`src/rtl/data_bus_arb_pkg.sv`:
```
// Shared types and constants for the two-master data bus arbiter.
package data_bus_arb_pkg;

    localparam int NumMasters = 2;

    typedef enum logic [1:0] {
        IDLE = 2'd0,
        OWN0 = 2'd1,
        OWN1 = 2'd2
    } arb_state_e;

    typedef logic master_id_t;

    typedef struct packed {
        logic       valid;
        master_id_t id;
    } rd_tag_t;

    // Width of the hold counter; it must hold MaxHold-1 and never be zero bits wide.
    function automatic int hold_width(input int max_hold);
        if (max_hold < 1) begin
            return 1;
        end else begin
            return $clog2(max_hold + 1);
        end
    endfunction

endpackage

```
`src/rtl/data_bus_arbiter_rd_tag_pipe.sv`:
```
// Read-tag shift register: remembers which master issued each read so the
// synchronous read data can be steered back ReadLatency cycles later.
module rd_tag_pipe
    import data_bus_arb_pkg::*;
#(
    parameter int ReadLatency = 1
) (
    input  logic    clk,
    input  logic    clear,
    input  rd_tag_t push_tag,
    output rd_tag_t tail_tag
);

    rd_tag_t pipe_r [ReadLatency];

    // Shift one tag per cycle; a clear drops every read still in flight.
    always_ff @(posedge clk) begin
        if (clear) begin
            for (int i = 0; i < ReadLatency; i++) begin
                pipe_r[i] <= '0;
            end
        end else begin
            pipe_r[0] <= push_tag;
            for (int i = 1; i < ReadLatency; i++) begin
                pipe_r[i] <= pipe_r[i-1];
            end
        end
    end

    assign tail_tag = pipe_r[ReadLatency-1];

endmodule

```
`src/rtl/data_bus_arbiter.sv`:
```
// Two-master round-robin data bus arbiter with bounded ownership hold time
// and tagged routing of synchronous read data back to the issuing master.
module data_bus_arbiter
    import data_bus_arb_pkg::*;
#(
    parameter int AddrWidth   = 30,
    parameter int DataWidth   = 32,
    parameter int ReadLatency = 1,
    parameter int MaxHold     = 16
) (
    input  logic                 clk,
    input  logic                 rst_n,
    input  logic                 m0_req_i,
    input  logic [AddrWidth-1:0] m0_addr_i,
    input  logic [DataWidth-1:0] m0_wdata_i,
    input  logic                 m0_wr_i,
    input  logic [3:0]           m0_byte_en_i,
    output logic                 m0_gnt_o,
    output logic [DataWidth-1:0] m0_rdata_o,
    output logic                 m0_rvalid_o,
    input  logic                 m1_req_i,
    input  logic [AddrWidth-1:0] m1_addr_i,
    input  logic [DataWidth-1:0] m1_wdata_i,
    input  logic                 m1_wr_i,
    input  logic [3:0]           m1_byte_en_i,
    output logic                 m1_gnt_o,
    output logic [DataWidth-1:0] m1_rdata_o,
    output logic                 m1_rvalid_o,
    output logic [AddrWidth-1:0] addr_o,
    output logic [DataWidth-1:0] wdata_o,
    output logic                 wr_o,
    output logic                 addr_strobe_o,
    output logic [3:0]           byte_en_o,
    input  logic [DataWidth-1:0] rdata_i
);

    localparam int                HoldW    = hold_width(MaxHold);
    localparam logic [HoldW-1:0]  HoldLast = (MaxHold == 0) ? '0 : HoldW'(MaxHold - 1);

    arb_state_e       state_r;
    arb_state_e       state_next_s;
    master_id_t       last_owner_r;
    logic [HoldW-1:0] hold_cnt_r;
    logic             issue0_s;
    logic             issue1_s;
    logic             hold_limit_s;
    rd_tag_t          push_tag_s;
    rd_tag_t          tail_tag_s;

    assign issue0_s     = (state_r == OWN0) && m0_req_i;
    assign issue1_s     = (state_r == OWN1) && m1_req_i;
    assign hold_limit_s = (MaxHold != 0) && (hold_cnt_r == HoldLast);

    // Next-owner decision: round-robin from IDLE, forced handover at the hold limit.
    always_comb begin
        state_next_s = state_r;
        case (state_r)
            IDLE: begin
                if (m0_req_i && m1_req_i) begin
                    state_next_s = (last_owner_r == 1'b1) ? OWN0 : OWN1;
                end else if (m0_req_i) begin
                    state_next_s = OWN0;
                end else if (m1_req_i) begin
                    state_next_s = OWN1;
                end else begin
                    state_next_s = IDLE;
                end
            end
            OWN0: begin
                if (!m0_req_i) begin
                    state_next_s = m1_req_i ? OWN1 : IDLE;
                end else if (m1_req_i && hold_limit_s) begin
                    state_next_s = OWN1;
                end else begin
                    state_next_s = OWN0;
                end
            end
            OWN1: begin
                if (!m1_req_i) begin
                    state_next_s = m0_req_i ? OWN0 : IDLE;
                end else if (m0_req_i && hold_limit_s) begin
                    state_next_s = OWN0;
                end else begin
                    state_next_s = OWN1;
                end
            end
            default: begin
                state_next_s = IDLE;
            end
        endcase
    end

    // Ownership state, round-robin history and beat counter for the current owner.
    always_ff @(posedge clk) begin
        if (!rst_n) begin
            state_r      <= IDLE;
            last_owner_r <= master_id_t'(NumMasters - 1);
            hold_cnt_r   <= '0;
        end else begin
            state_r <= state_next_s;
            if (state_next_s != state_r) begin
                hold_cnt_r <= '0;
                if (state_next_s == OWN0) begin
                    last_owner_r <= 1'b0;
                end else if (state_next_s == OWN1) begin
                    last_owner_r <= 1'b1;
                end else begin
                    last_owner_r <= last_owner_r;
                end
            end else if ((issue0_s || issue1_s) && (MaxHold != 0) && (hold_cnt_r != HoldLast)) begin
                hold_cnt_r <= hold_cnt_r + HoldW'(1);
            end else begin
                hold_cnt_r <= hold_cnt_r;
            end
        end
    end

    // Bus mux: only an issuing owner may drive the bus; everything else reads as zero.
    always_comb begin
        addr_o        = '0;
        wdata_o       = '0;
        wr_o          = 1'b0;
        addr_strobe_o = 1'b0;
        byte_en_o     = 4'b0000;
        push_tag_s    = '0;
        if (issue0_s) begin
            addr_o           = m0_addr_i;
            wdata_o          = m0_wdata_i;
            wr_o             = m0_wr_i;
            addr_strobe_o    = 1'b1;
            byte_en_o        = m0_byte_en_i;
            push_tag_s.valid = !m0_wr_i;
            push_tag_s.id    = 1'b0;
        end else if (issue1_s) begin
            addr_o           = m1_addr_i;
            wdata_o          = m1_wdata_i;
            wr_o             = m1_wr_i;
            addr_strobe_o    = 1'b1;
            byte_en_o        = m1_byte_en_i;
            push_tag_s.valid = !m1_wr_i;
            push_tag_s.id    = 1'b1;
        end else begin
            push_tag_s = '0;
        end
    end

    rd_tag_pipe #(
        .ReadLatency(ReadLatency)
    ) u_rd_tag_pipe (
        .clk     (clk),
        .clear   (!rst_n),
        .push_tag(push_tag_s),
        .tail_tag(tail_tag_s)
    );

    assign m0_gnt_o    = (state_r == OWN0);
    assign m1_gnt_o    = (state_r == OWN1);
    assign m0_rvalid_o = tail_tag_s.valid && (tail_tag_s.id == 1'b0);
    assign m1_rvalid_o = tail_tag_s.valid && (tail_tag_s.id == 1'b1);
    assign m0_rdata_o  = m0_rvalid_o ? rdata_i : '0;
    assign m1_rdata_o  = m1_rvalid_o ? rdata_i : '0;

endmodule

```
`config.mk`:
```
export PLATFORM = sky130hd
export DESIGN_NAME = data_bus_arbiter
export DESIGN_NICKNAME = d
export VERILOG_FILES = /design/src/rtl/data_bus_arb_pkg.sv /design/src/rtl/data_bus_arbiter_rd_tag_pipe.sv /design/src/rtl/data_bus_arbiter.sv
export SDC_FILE = /design/constraint.sdc
export NUM_CORES = 1
export LEC_CHECK = 0
export ABC_CLOCK_PERIOD_IN_PS = 6700
export CAP_MARGIN = 20
export CORE_AREA = 8 8 113 115
export DETAILED_ROUTE_END_ITERATION = 8
export DIE_AREA = 0 0 121 123
export GPL_TIMING_DRIVEN = 0
export PLACE_DENSITY_LB_ADDON = 0.12
export SYNTH_ARGS = -nofsm -noshare
export SYNTH_HDL_FRONTEND = slang
export SYNTH_SLANG_ARGS = --single-unit
export TNS_END_PERCENT = 5
```
`constraint.sdc`:
```
create_clock -name clk -period 6.7 [get_ports clk]
set_input_delay 2.01 -clock clk [delete_from_list [all_inputs] [get_ports clk]]
set_output_delay 2.01 -clock clk [all_outputs]
set_load 0.02 [all_outputs]
```
==> results of run 1 <==
-- worst min path at each step --
| stage | startpoint | endpoint | slack, ns | cells past startpoint |
|---|---|---|---|---|
| after CTS | hold_cnt_r[4] | hold_cnt_r[4] | 0.53 | 2 |
| after detailed placement | hold_cnt_r[4] | hold_cnt_r[4] | 0.52 | 2 |
| after global placement | hold_cnt_r[4] | hold_cnt_r[4] | 0.52 | 2 |
| after global routing | hold_cnt_r[4] | hold_cnt_r[4] | 0.58 | 2 |
| after floorplan | hold_cnt_r[3] | hold_cnt_r[3] | 0.51 | 2 |
| final | hold_cnt_r[4] | hold_cnt_r[4] | 0.53 | 2 |
-- per-layer routing --
metal  up-vias  share of wire, %  GRT usage [%]
met3        14               8.0           4.75
met5         -                 0              0
met4         0               1.7           4.84
li1       1466                 -              -
met1      1354                37           18.6
met2       133                53           32.3
-- registers in the layout, summed over array words and instances, names as in the netlist --
name	count
state_r	2
u_rd_tag_pipe.pipe_r	2
last_owner_r	1
hold_cnt_r	5
-- worst max-delay path, stage by stage --
cell and delay (ns):
clkdlybuf4s50_1 0.64, and3b_1 0.19, buf_2 0.17, buf_4 0.19
buf_2 0.26, a22o_1 0.20, clkdlybuf4s50_1 0.61
-- final cells by class --
class / count / area share (%)
Inverter: 4 / 0.298
Buffer: 28 / 2.90
Multi-Input combinational cell: 181 / 27.2
Sequential cell: 10 / 3.97
Timing Repair Buffer: 305 / 60.6
Clock buffer: 3 / 1.49
Tap cell: 143 / 3.55
-- kinds of logic (layout without fill, tap and decap cells) --
family	count (synthesis)	in the layout	synth area share, %
AOI/OAI and AO/OA	81	81	41.2
xor gates and xnor gates	3	3	1.52
adders and majority gates	3	3	2.17
buffers and inverters	32	340	9.31
DFF	10	10	11.6
muxes	3	3	1.81
and+or+nand+nor	91	91	32.5
-- stage by stage --
step,hold WS (ns),util (%),area [µm²],setup slack (ns)
global route,0.579,45.5,5040,0.292
finish,0.528,45.5,5040,0.414
detailed placement,0.522,44.8,4960,0.401
floorplan,0.506,-,1730,1.83
global placement,0.523,44.8,4960,0.423
CTS,0.529,45.5,5040,0.394
-- power by group --
part           leakage (nW)  switching (mW)  internal [mW]
logic                  1.90          0.0927          0.154
registers            0.0813         0.00184         0.0619
clock network        0.0370          0.0286         0.0775
-- layout by cell type, fill, tap and decap left out, drive strengths merged --
master	count
clkdlybuf4s50	305
a22o	67
and2	35
and3	33
buf	19
clkbuf	12
dfxtp	10
nor3	5
nor2	5
inv	4
nor2b	4
nand2	4
xnor2	3
ha	3
mux2i	2
o21ai	2
a211oi	2
nand3b	2
a21oi	2
and3b	1
o31ai	1
a221oi	1
a22oi	1
o211ai	1
a31oi	1
a2bb2oi	1
nand3	1
nand2b	1
mux2	1
a2111oi	1
o22a	1
==> flow_metrics.tcl, run 1 <==
set metrics [dict create \
    syn_nets 396 \
    fin_crit_sh_pct 93.8 \
    grt_usage_pct 17.3 \
    synth_seq_cells 10 \
    regToRegEndpoint "last_owner_r" \
    drive_above_1_share_pct 5.65 \
    syn_to_final_growth_pct 191 \
    fin_nets 706 \
    cts_tree "yes" \
    reg2reg_depth 11 \
    status "completed" \
    async_flop_share_pct 0 \
    cts_resized 0 \
    maxSlewViolCount 0 \
    overflow 0 \
    dp.final_hpwl_um 12300 \
    fin_setup_tns_ns 0 \
    grt_pass1_vias 2937 \
    grt_start_max_net_pins 11 \
    max_freq_mhz 159 \
    worstSetupPathType "in2out" \
    synth_edf_count 0 \
    syn_area_um2 1730 \
    hold_path_class "reg2reg" \
    synth_top_cell_area_share_pct 33.9 \
    vias_per_cell 4.40 \
    gp_congestion 0.839 \
    nFillCells 1091 \
    regArea_um2 200 \
    timing.final.crit_period_ns 6.29 \
    reg2reg_from "hold_cnt_r[0]" \
    yosys.area.top_type "a22o_1" \
    antennaDiodeCount 0 \
    crit_arrival_ns 4.28 \
    crit_end "addr_o[15]" \
    syn-instance-count 223 \
    start_util_pct 15.6 \
    synthTopCellsByCount "a22o_1, and2_1, and3_1" \
    antenna_left 0 \
    wl_per_cell_um 21.0 \
    finalWirelength_um 14100 \
    p_leak_nw 2.02 \
    dr.pass1.iters 4 \
    maxCapViolCount 0 \
    dpl.cell_count 671 \
    drc 0 \
    cts_root_buffer "clkbuf_16" \
    vias 2967 \
    yosysMostFrequentCell "a22o_1" \
    avgSynthCellArea_um2 7.77 \
    max-slew-margin-rel_pct 62.5 \
    ys.warnings.count 0 \
    dieWidth_um 121 \
    h-tree-depth 1 \
    grt_pass1_wl_um 19700 \
    p_total_uw 416 \
    ys_seq_area_share_pct 11.6 \
    cp-start-kind "input pin" \
    multi_input_area_um2 1370 \
    clockBufferDepth 2 \
    holdBufCountCts 0 \
    vdd.ir_drop.worst_mv 0.107 \
    hold_viol_final 0 \
    reg2reg_slack_ns 4.11 \
    postCtsSetupBuffers 0 \
    critical_path_peak_fanout 10 \
    core_um2 11100 \
    worstPathRequired_ns 4.69 \
    port_buffers 305 \
    power.density_nw_per_um2 82.6 \
    clk_latency_ns 0.24 \
    grt_setup_unrepaired "false" \
    drtIter0Drc 144 \
    cts_made_buffers 3 \
    dieArea_um2 14900 \
    die_h_um 123 \
    final_cells 674 \
    io_pins 306 \
    path_clk_slew_ns 0.04 \
    fin_worst_skew_ns 0.00280 \
    antenna_found_initial 0 \
    ys.flop_type "dfxtp_1" \
    fp-row-count 39 \
    yosysUniqueCellTypes 35 \
    cts_sinks 10 \
    worst_pin_slew_ns 0.561 \
    setup_violations 0 \
    crit_start "m1_req_i" \
    synthTopCellsByArea "a22o_1, and2_1, and3_1" \
    cp-end-kind "output pin" \
]
Power figures use the tool's default switching activity.
==> inputs of run 2 (changes only) <==
--- a/config.mk
+++ b/config.mk
@@ -11,6 +11,7 @@
 export DETAILED_ROUTE_END_ITERATION = 8
 export DIE_AREA = 0 0 121 123
 export GPL_TIMING_DRIVEN = 0
+export HOLD_SLACK_MARGIN = 0.05
 export PLACE_DENSITY_LB_ADDON = 0.12
 export SYNTH_ARGS = -nofsm -noshare
 export SYNTH_HDL_FRONTEND = slang
==> results of run 2 <==
No change in the layout: final DEF, timing and power equal those of run 1.
==> inputs of run 3 (changes only) <==
--- a/config.mk
+++ b/config.mk
@@ -13,6 +13,7 @@
 export GPL_TIMING_DRIVEN = 0
 export HOLD_SLACK_MARGIN = 0.05
 export PLACE_DENSITY_LB_ADDON = 0.12
+export RECOVER_POWER = 100
 export SYNTH_ARGS = -nofsm -noshare
 export SYNTH_HDL_FRONTEND = slang
 export SYNTH_SLANG_ARGS = --single-unit
==> run 3 against run 2 <==
  * Die area did not move
  * Clock skew fell by 0.00076 ns
  * Non-clock buffer count did not move
  * Register-to-register slack barely moved
  * Global-route usage did not move
  * Via count barely moved
  * Critical path depth did not move
  * Total power fell by 2.7%
  * Combinational power fell by 4%
  * Sequential share of layout area barely moved
  * Worst setup slack got worse by 0.15 ns
  * Fmax fell by 2.3%
  * Critical path type unchanged
==> flow_metrics.tcl, run 3 (synthesized netlist as in run 1, its figures left out) <==
set metrics [dict create \
    status "completed" \
    max-slew-margin-rel_pct 65.5 \
    cts_sinks 10 \
    drive_above_1_share_pct 4.71 \
    vias_per_cell 4.40 \
    grt_pass1_vias 2937 \
    holdPathStages 2 \
    place_ws_ns 0.401 \
    max_flop_register "hold_cnt_r" \
    fp-row-count 39 \
    vdd.ir_drop.worst_mv 0.104 \
    worstPathRequired_ns 4.69 \
    fin_nets 706 \
    cp.depth 7 \
    wl_per_cell_um 20.9 \
    core_um2 11100 \
    fin_setup_tns_ns 0 \
    antennaDiodeCount 0 \
    cp-start-kind "input pin" \
    switching_power_uw 120 \
    crit_arrival_ns 4.43 \
    path_cells "dlygate4sd3_1 > and3b_1 > buf_2 > buf_4 > clkbuf_2 > a22o_1 > dlygate4sd3_1" \
    hold_viol_final 0 \
    p_leak_nw 2.43 \
    grt_start_max_net_pins 11 \
    maxCapViolCount 0 \
    dr.pass1.iters 4 \
    vias 2966 \
    cpPeakStageDelay_ns 0.71 \
    cp-end-kind "output pin" \
    p_total_uw 405 \
    pwr-share-clk_pct 25.9 \
    postCtsSetupBuffers 0 \
    grt_pass1_wl_um 19700 \
    setup_violations 0 \
    drtIter0Drc 138 \
    maxSlewViolCount 0 \
    internal_power_uw 285 \
    fin_worst_skew_ns 0.00205 \
    clk_latency_ns 0.24 \
    start_util_pct 15.6 \
    final_common_cell "clkdlybuf4s50_1" \
    finalWirelength_um 14100 \
    cp_top_family "buffers and inverters" \
    reg2reg_slack_ns 4.12 \
    antenna_found_initial 0 \
    path_clk_slew_ns 0.04 \
    crit_slowest_cell "dlygate4sd3_1" \
    worst_pin_slew_ns 0.516 \
    io_pins 306 \
    dieArea_um2 14900 \
    overflow 0 \
    cp_num_buf_inv 5 \
    power.density_nw_per_um2 80.6 \
    gp_congestion 0.839 \
    critical_path_peak_fanout 10 \
    final_cells 674 \
    holdBufCountCts 0 \
    die_h_um 123 \
    h-tree-depth 1 \
    final_cell_mix "clkdlybuf4s50_1, dlygate4sd3_1, a22o_1" \
    worstSetupPathType "in2out" \
    timing.final.crit_period_ns 6.44 \
    combPwrFrac_pct 58.4 \
    antenna_left 0 \
    reg2reg_depth 11 \
    port_buffers 305 \
    dieWidth_um 121 \
    dp.final_hpwl_um 12300 \
    sequentialPowerShare_pct 15.7 \
    hold_path_class "reg2reg" \
    cts_root_buffer "clkbuf_16" \
    largest_reg_flops 5 \
    cts_resized 0 \
    layout_setup_ws_ns 0.264 \
    grt_usage_pct 17.3 \
    cts_tree "yes" \
    cpMostUsedCell "dlygate4sd3_1" \
    dpl.cell_count 671 \
    timing.hold.ws_ns 0.511 \
    grt_setup_unrepaired "false" \
    max_freq_mhz 155 \
    clockBufferDepth 2 \
    drc 0 \
    fin_crit_sh_pct 96.1 \
    syn_to_final_growth_pct 190 \
    cts_made_buffers 3 \
    p_sw_share_pct 29.7 \
    reg_top3 "hold_cnt_r: 5 flops, state_r: 2 flops, u_rd_tag_pipe.pipe_r: 2 flops" \
]
## run 3: cell types whose count changed in the layout (fill, tap and decap cells not counted), moves of 3 or more
cell,delta
clkbuf_1,+3
dlygate4sd3_1,+129
buf_2,-4
clkdlybuf4s50_1,-129
## run 3: area by class of cell
class,count,area [µm²]
fillers,1094,6050
repair buffers,305,3050
multi-input cells,181,1360
flip-flops and latches,10,200
well taps,143,179
plain buffers,28,143
clock buffers,3,75.1
inverters,4,15.0
## run 3: final timing paths
kind                       from       endpoint
setup / recovery       m1_req_i     addr_o[16]
hold / removal    hold_cnt_r[4]  hold_cnt_r[4]
setup reg to reg  hold_cnt_r[0]   last_owner_r
hold reg to reg   hold_cnt_r[4]  hold_cnt_r[4]
## run 3: through the flow
step	cell area, µm²	utilization, %
after floorplan	1730	-
after global placement	4960	44.8
after detailed placement	4960	44.8
after CTS	5040	45.5
after global routing	5030	45.4
final	5030	45.4
## run 3: tightest hold or removal path, delay by kind of cell (launching register included)
family	cells	cell delay, ns
compound gates	1	0.06
simple gates	1	0.09
flops	1	0.31
## run 3: power by group through the flow
stage / Sequential (mW) / Combinational, mW / Clock (mW)
6_report: 0.0637 / 0.237 / 0.105
4_1_cts: 0.0638 / 0.249 / 0.108
3_3_place_gp: 0.0646 / 0.245 / 0
5_1_grt: 0.0641 / 0.252 / 0.112
3_5_place_dp: 0.0648 / 0.248 / 0
2_1_floorplan: 0.0641 / 0.0846 / 0
## run 3: metal layers
metal  vias to the layer above  GRT usage [%]  share of wire (%)
met5                         -              0                  0
li1                       1466              -                  -
met4                         0           4.84                1.8
met2                       144           32.3                 53
met3                        15           4.75                8.2
met1                      1341           18.6                 37
